**src/rtl/d_mem_arb_pkg.sv**
```systemverilog
// Shared types and constants for the two-port data memory arbiter.
package d_mem_arb_pkg;

    localparam int unsigned NUM_PORTS = 2;
    localparam int unsigned PORT_CPU  = 0;
    localparam int unsigned PORT_DMA  = 1;

    typedef enum logic {
        IDLE  = 1'b0,
        SERVE = 1'b1
    } state_t;

    function automatic logic [NUM_PORTS-1:0] port_onehot(input logic port);
        port_onehot = NUM_PORTS'(1) << port;
    endfunction

endpackage

```
**src/rtl/rr_pick2.sv**
```systemverilog
// Two-way round-robin pick: the port that did not win last time takes a tie.
module rr_pick2
    import d_mem_arb_pkg::*;
(
    input  logic [NUM_PORTS-1:0] eligible,
    input  logic                 last_grant,
    output logic                 valid,
    output logic                 winner
);

    always_comb begin
        valid  = |eligible;
        winner = 1'(PORT_CPU);
        if (&eligible) begin
            winner = (last_grant == 1'(PORT_CPU)) ? 1'(PORT_DMA) : 1'(PORT_CPU);
        end else if (eligible[PORT_DMA]) begin
            winner = 1'(PORT_DMA);
        end
    end

endmodule

```
**src/rtl/d_mem_arbiter.sv**
```systemverilog
// Round-robin arbiter sharing one single-port data memory between CPU and DMA.
// Optional address bounds check enabled with `define D_MEM_BOUNDS_CHECK_EN.
module d_mem_arbiter
    import d_mem_arb_pkg::*;
#(
    parameter int unsigned DATA_W      = 32,
    parameter int unsigned ADDR_W      = 32,
    parameter int unsigned MEMORY_SIZE = 64
) (
    input  logic                 clk,
    input  logic                 reset,
    input  logic [NUM_PORTS-1:0] req,
    input  logic [NUM_PORTS-1:0] we,
    input  logic [ADDR_W-1:0]    addr0,
    input  logic [ADDR_W-1:0]    addr1,
    input  logic [DATA_W-1:0]    wdata0,
    input  logic [DATA_W-1:0]    wdata1,
    output logic [NUM_PORTS-1:0] gnt,
    output logic [NUM_PORTS-1:0] rvalid,
    output logic [DATA_W-1:0]    rdata,
    output logic [NUM_PORTS-1:0] err,
    output logic [ADDR_W-1:0]    memAddress,
    output logic [DATA_W-1:0]    writeData,
    output logic                 memWrite,
    output logic                 memRead,
    input  logic [DATA_W-1:0]    readData
);

    // Reject a zero-sized memory at elaboration.
    if (MEMORY_SIZE == 0) begin : g_bad_size
        $error("d_mem_arbiter: MEMORY_SIZE must be nonzero");
    end

    state_t                r_state, w_state_nxt;
    logic                  r_last_grant, w_last_nxt;
    logic                  r_port, w_port_nxt;
    logic [NUM_PORTS-1:0]  r_gnt, w_gnt_nxt;
    logic [NUM_PORTS-1:0]  r_rvalid, w_rvalid_nxt;
    logic [DATA_W-1:0]     r_rdata, w_rdata_nxt;
    logic [ADDR_W-1:0]     r_mem_addr, w_mem_addr_nxt;
    logic [DATA_W-1:0]     r_wdata, w_wdata_nxt;
    logic                  r_mem_write, w_mem_write_nxt;
    logic                  r_mem_read, w_mem_read_nxt;
`ifdef D_MEM_BOUNDS_CHECK_EN
    logic                  r_oob, w_oob_nxt;
    logic [NUM_PORTS-1:0]  r_err, w_err_nxt;
`endif

    logic [NUM_PORTS-1:0]  w_eligible;
    logic                  w_valid;
    logic                  w_winner;
    logic                  w_win_we;
    logic [ADDR_W-1:0]     w_win_addr;
    logic [DATA_W-1:0]     w_win_wdata;

    // The port in its SERVE cycle still holds req at this edge, so mask it out.
    assign w_eligible  = req & ~r_gnt;
    assign w_win_we    = w_winner ? we[PORT_DMA] : we[PORT_CPU];
    assign w_win_addr  = w_winner ? addr1 : addr0;
    assign w_win_wdata = w_winner ? wdata1 : wdata0;

    rr_pick2 u_pick (
        .eligible   (w_eligible),
        .last_grant (r_last_grant),
        .valid      (w_valid),
        .winner     (w_winner)
    );

    always_comb begin
        w_state_nxt     = r_state;
        w_last_nxt      = r_last_grant;
        w_port_nxt      = r_port;
        w_gnt_nxt       = '0;
        w_rvalid_nxt    = '0;
        w_rdata_nxt     = r_rdata;
        w_mem_addr_nxt  = r_mem_addr;
        w_wdata_nxt     = r_wdata;
        w_mem_write_nxt = 1'b0;
        w_mem_read_nxt  = 1'b0;
`ifdef D_MEM_BOUNDS_CHECK_EN
        w_oob_nxt       = 1'b0;
        w_err_nxt       = '0;
`endif

        case (r_state)
            IDLE: begin
            end
            SERVE: begin
                if (r_mem_read) begin
                    w_rdata_nxt  = readData;
                    w_rvalid_nxt = port_onehot(r_port);
                end
`ifdef D_MEM_BOUNDS_CHECK_EN
                if (r_oob) begin
                    w_err_nxt = port_onehot(r_port);
                end
`endif
            end
            default: begin
            end
        endcase

        if (w_valid) begin
            w_state_nxt    = SERVE;
            w_last_nxt     = w_winner;
            w_port_nxt     = w_winner;
            w_gnt_nxt      = port_onehot(w_winner);
            w_mem_addr_nxt = w_win_addr;
            w_wdata_nxt    = w_win_wdata;
`ifdef D_MEM_BOUNDS_CHECK_EN
            w_oob_nxt       = (w_win_addr >= ADDR_W'(MEMORY_SIZE));
            w_mem_write_nxt = w_win_we & ~w_oob_nxt;
            w_mem_read_nxt  = ~w_win_we & ~w_oob_nxt;
`else
            w_mem_write_nxt = w_win_we;
            w_mem_read_nxt  = ~w_win_we;
`endif
        end else begin
            w_state_nxt = IDLE;
        end
    end

    always_ff @(posedge clk) begin
        if (reset) begin
            r_state      <= IDLE;
            r_last_grant <= 1'(PORT_DMA);
            r_port       <= 1'(PORT_CPU);
            r_gnt        <= '0;
            r_rvalid     <= '0;
            r_rdata      <= '0;
            r_mem_addr   <= '0;
            r_wdata      <= '0;
            r_mem_write  <= 1'b0;
            r_mem_read   <= 1'b0;
`ifdef D_MEM_BOUNDS_CHECK_EN
            r_oob        <= 1'b0;
            r_err        <= '0;
`endif
        end else begin
            r_state      <= w_state_nxt;
            r_last_grant <= w_last_nxt;
            r_port       <= w_port_nxt;
            r_gnt        <= w_gnt_nxt;
            r_rvalid     <= w_rvalid_nxt;
            r_rdata      <= w_rdata_nxt;
            r_mem_addr   <= w_mem_addr_nxt;
            r_wdata      <= w_wdata_nxt;
            r_mem_write  <= w_mem_write_nxt;
            r_mem_read   <= w_mem_read_nxt;
`ifdef D_MEM_BOUNDS_CHECK_EN
            r_oob        <= w_oob_nxt;
            r_err        <= w_err_nxt;
`endif
        end
    end

    // Strobes are gated by reset so a write in flight at a reset edge is dropped.
    assign memWrite   = r_mem_write & ~reset;
    assign memRead    = r_mem_read & ~reset;
    assign memAddress = r_mem_addr;
    assign writeData  = r_wdata;
    assign gnt        = r_gnt;
    assign rvalid     = r_rvalid;
    assign rdata      = r_rdata;
`ifdef D_MEM_BOUNDS_CHECK_EN
    assign err        = r_err;
`else
    assign err        = '0;
`endif

endmodule

```
**config.mk**
```make
export PLATFORM = sky130hd
export DESIGN_NAME = d_mem_arbiter
export DESIGN_NICKNAME = d
export VERILOG_FILES = /design/src/rtl/d_mem_arb_pkg.sv /design/src/rtl/rr_pick2.sv /design/src/rtl/d_mem_arbiter.sv
export SDC_FILE = /design/constraint.sdc
export NUM_CORES = 1
export LEC_CHECK = 0
export CORE_MARGIN = 2
export CORE_UTILIZATION = 41
export DETAILED_ROUTE_END_ITERATION = 8
export PLACE_DENSITY = 0.87
export SLEW_MARGIN = 5
export SYNTH_ARGS = -nofsm -noshare
export SYNTH_HDL_FRONTEND = slang
export SYNTH_HIERARCHICAL = 1
export SYNTH_SLANG_ARGS = --single-unit
```
**constraint.sdc**
```tcl
create_clock -name clk -period 4.1 [get_ports clk]
set_input_delay 0.82 -clock clk [delete_from_list [all_inputs] [get_ports clk]]
set_output_delay 0.82 -clock clk [all_outputs]
set_load 0.01 [all_outputs]
```
==> key figures <==
Status
  – Status: completed

Pwr
  – Sequential power share: 0.475
  – Static Leak: 2.73 nW
  – Pint: 1.78 mW
  – Switching portion of total power: 0.270
  – Max VDD drop: 194 uV
  – Combinational share of power: 0.258
  – PD cells: 331 nW/um^2
  – Switch Pwr: 0.657 mW
  – Clock power frac: 0.267

Finish
  – Register area: 2100 um^2
  – Layout Area Growth over Synthesis: 63.0%
  – Final net count: 865
  – Footprint of the multi-input gates: 2140 um^2
  – Fill count: 833
  – Finished Core Util: 0.681
  – Ant diodes: 0
  – Share of cells above drive strength 1: 0.0810

Route
  – Post-route antenna net violation count: 0
  – Vias per inst: 5.05
  – Routed len/inst: 15.5 um
  – First-pass iteration count of the detailed router: 5
  – DRC errors left: 0
  – Routed via count: 4259
  – Initial DRC count: 239
  – Routed WL: 13100 um

Clocking
  – CTS tree: yes
  – Cts repair resizes: 0
  – Clk slew on worst S/H paths: 0.09 ns
  – Clk sink count: 105
  – Hold_buf cts: 0
  – Clock H-tree levels: 3
  – Root buf cell: clkbuf_8
  – Clock Latency Late Sink: 0.36 ns
  – CTS Buf Count: 9
  – Clk buf depth: 2
  – Postcts setup bufs: 0

Global routing
  – Initial antenna violation count: 0
  – Total track usage: 0.214
  – Remaining global-route overflow: 0
  – First-pass GRT wire length: 19800 um
  – Vias in the first global route: 4031
  – Pin count of the biggest net entering global routing: 79

Floorplan
  – Die Height: 109 um
  – IO Count: 270
  – Core area: 10800 um^2
  – Starting Density: 0.418
  – FP Rows: 38
  – Die footprint: 11900 um^2
  – Die X: 109 um

Yosys
  – Post-synth top area cell: dfxtp_1
  – Mapped cell area: 4510 um^2
  – YS warnings: 6
  – Top cell type's share of synthesized area: 0.466
  – Synth Instances: 465
  – EDFF count, synth: 0
  – Mapped Avg Cell Area: 9.69 um^2
  – Post-synth ARST share: 0
  – Most frequent cell after synthesis: dfxtp_1
  – Synth unique cells: 23
  – Synth area leaders: dfxtp_1 (47%), mux2i_1 (14%), a211oi_1 (11%)
  – FF+latch count, synth: 105
  – Commonest cells post-synth: dfxtp_1 (105), nor2_1 (67), mux2i_1 (65), a211oi_1 (64), a21oi_1 (33)
  – Predominant post-synthesis flop cell: dfxtp_1
  – Register area share after synthesis: 0.466

Setup path
  – Critical Path End Type: primary output
  – WP data arrival: 1.95 ns
  – CP startpoint kind: flip-flop
  – Crit-path max cell delay: 0.55 ns
  – Required @ worst endpoint: 3.28 ns
  – Critical path, cell by cell: buf_4, nor2b_1, clkdlybuf4s50_1
  – Delay-heaviest family, CP: buffers and inverters
  – Buffers plus inverters on the worst setup path: 2
  – Slowest-stage cell, CP: clkdlybuf4s50_1
  – Setup CP Type: reg -> out
  – Max FO, Critical Path: 66

STA
  – Clock skew: 0.0145 ns
  – Tightest Pin Transition: 1.12 ns
  – Crit path time final: 2.77 ns
  – Final hold vios: 0
  – Final setup viols: 0
  – Fmax achieved: 361 MHz
  – RSZ-0062 raised after global routing: no
  – Max Slew Vio Count: 0
  – Setup_tns: 0 ns
  – Final period utilization: 0.675
  – Slew headroom: 0.254

Job
  – Max cap viols: 0

Place
  – Routability cong.: 0.792
  – Dpl hpwl: 9940 um
  – I/O Buffers: 267

Worst hold path
  – Classification of the worst-slack hold path: reg -> reg
[cell families (layout without fill, tap and decap cells)]
kind of cell           after synthesis  after routing  synth area share
AOI/OAI and AO/OA                  130            130             0.216
and+or+nand+nor                    113            113             0.110
DFF                                105            105             0.466
muxes                               65             65             0.144
buffers and inverters               51            289            0.0627
other                                1              2          0.000832
[worst paths after layout]
kind	from	end	slack [ns]	depth (start not counted)
worst min-delay path	r_port	rvalid[0]	0.45	1
worst max-delay path	r_mem_read	memRead	1.33	3
worst min register to register	r_port	rvalid[0]	0.45	1
worst max register to register	gnt[0]	memAddress[21]	2.15	5
[registers in the layout, summed over array words and instances (netlist names)]
name	cells
r_mem_read	1
rvalid	2
memAddress	32
writeData	32
r_port	1
r_state	1
r_mem_write	1
r_last_grant	1
rdata	32
gnt	2
[cell usage in the layout (no fill, tap or decap), types with 5 or more instances in the layout]
| cell type | instances |
|---|---|
| clkdlybuf4s50_1 | 266 |
| dfxtp_1 | 103 |
| nor2_1 | 67 |
| mux2i_1 | 65 |
| a211oi_1 | 64 |
| a21oi_1 | 33 |
| nand3_1 | 32 |
| a21bo_2 | 32 |
| clkbuf_8 | 10 |
| nor2b_1 | 5 |
| buf_4 | 5 |
[power groups by stage]
stage / clock network (mW) / registers, mW / logic, mW
floorplan: 0 / 1.20 / 0.262
global placement: 0 / 1.18 / 0.615
detailed placement: 0 / 1.18 / 0.630
CTS: 0.673 / 1.16 / 0.632
global route: 0.721 / 1.17 / 0.671
finish: 0.649 / 1.16 / 0.627
[per-stage QoR]
step	hold slack, ns	std cells	total power, mW	instance area, um^2	worst slack [ns]
5_1_grt	0.478	844	2.56	7350	1.21
6_report	0.451	844	2.43	7350	1.33
3_5_place_dp	0.440	828	1.81	7140	1.19
3_3_place_gp	0.433	828	1.79	7140	1.30
4_1_cts	0.453	844	2.46	7350	1.31
2_1_floorplan	0.414	466	1.46	4510	2.12
[area by class of cell]
class	instances	area share
sequential	105	0.286
clock inverter	5	0.00868
tap	140	0.0238
clock buffer	11	0.0192
inverter	1	0.000511
multi-input combinational	310	0.291
timing repair buffer	272	0.370
[metal layers]
| metal | GRT usage | share of wire | wire length [um] |
|---|---|---|---|
| met1 | 0.227 | 0.38 | 4930 |
| met2 | 0.392 | 0.51 | 6690 |
| met3 | 0.0771 | 0.096 | 1250 |
| met4 | 0.0678 | 0.017 | 227 |
| met5 | 0 | 0 | 0 |
Note: power is estimated with default switching activity, not from simulation.
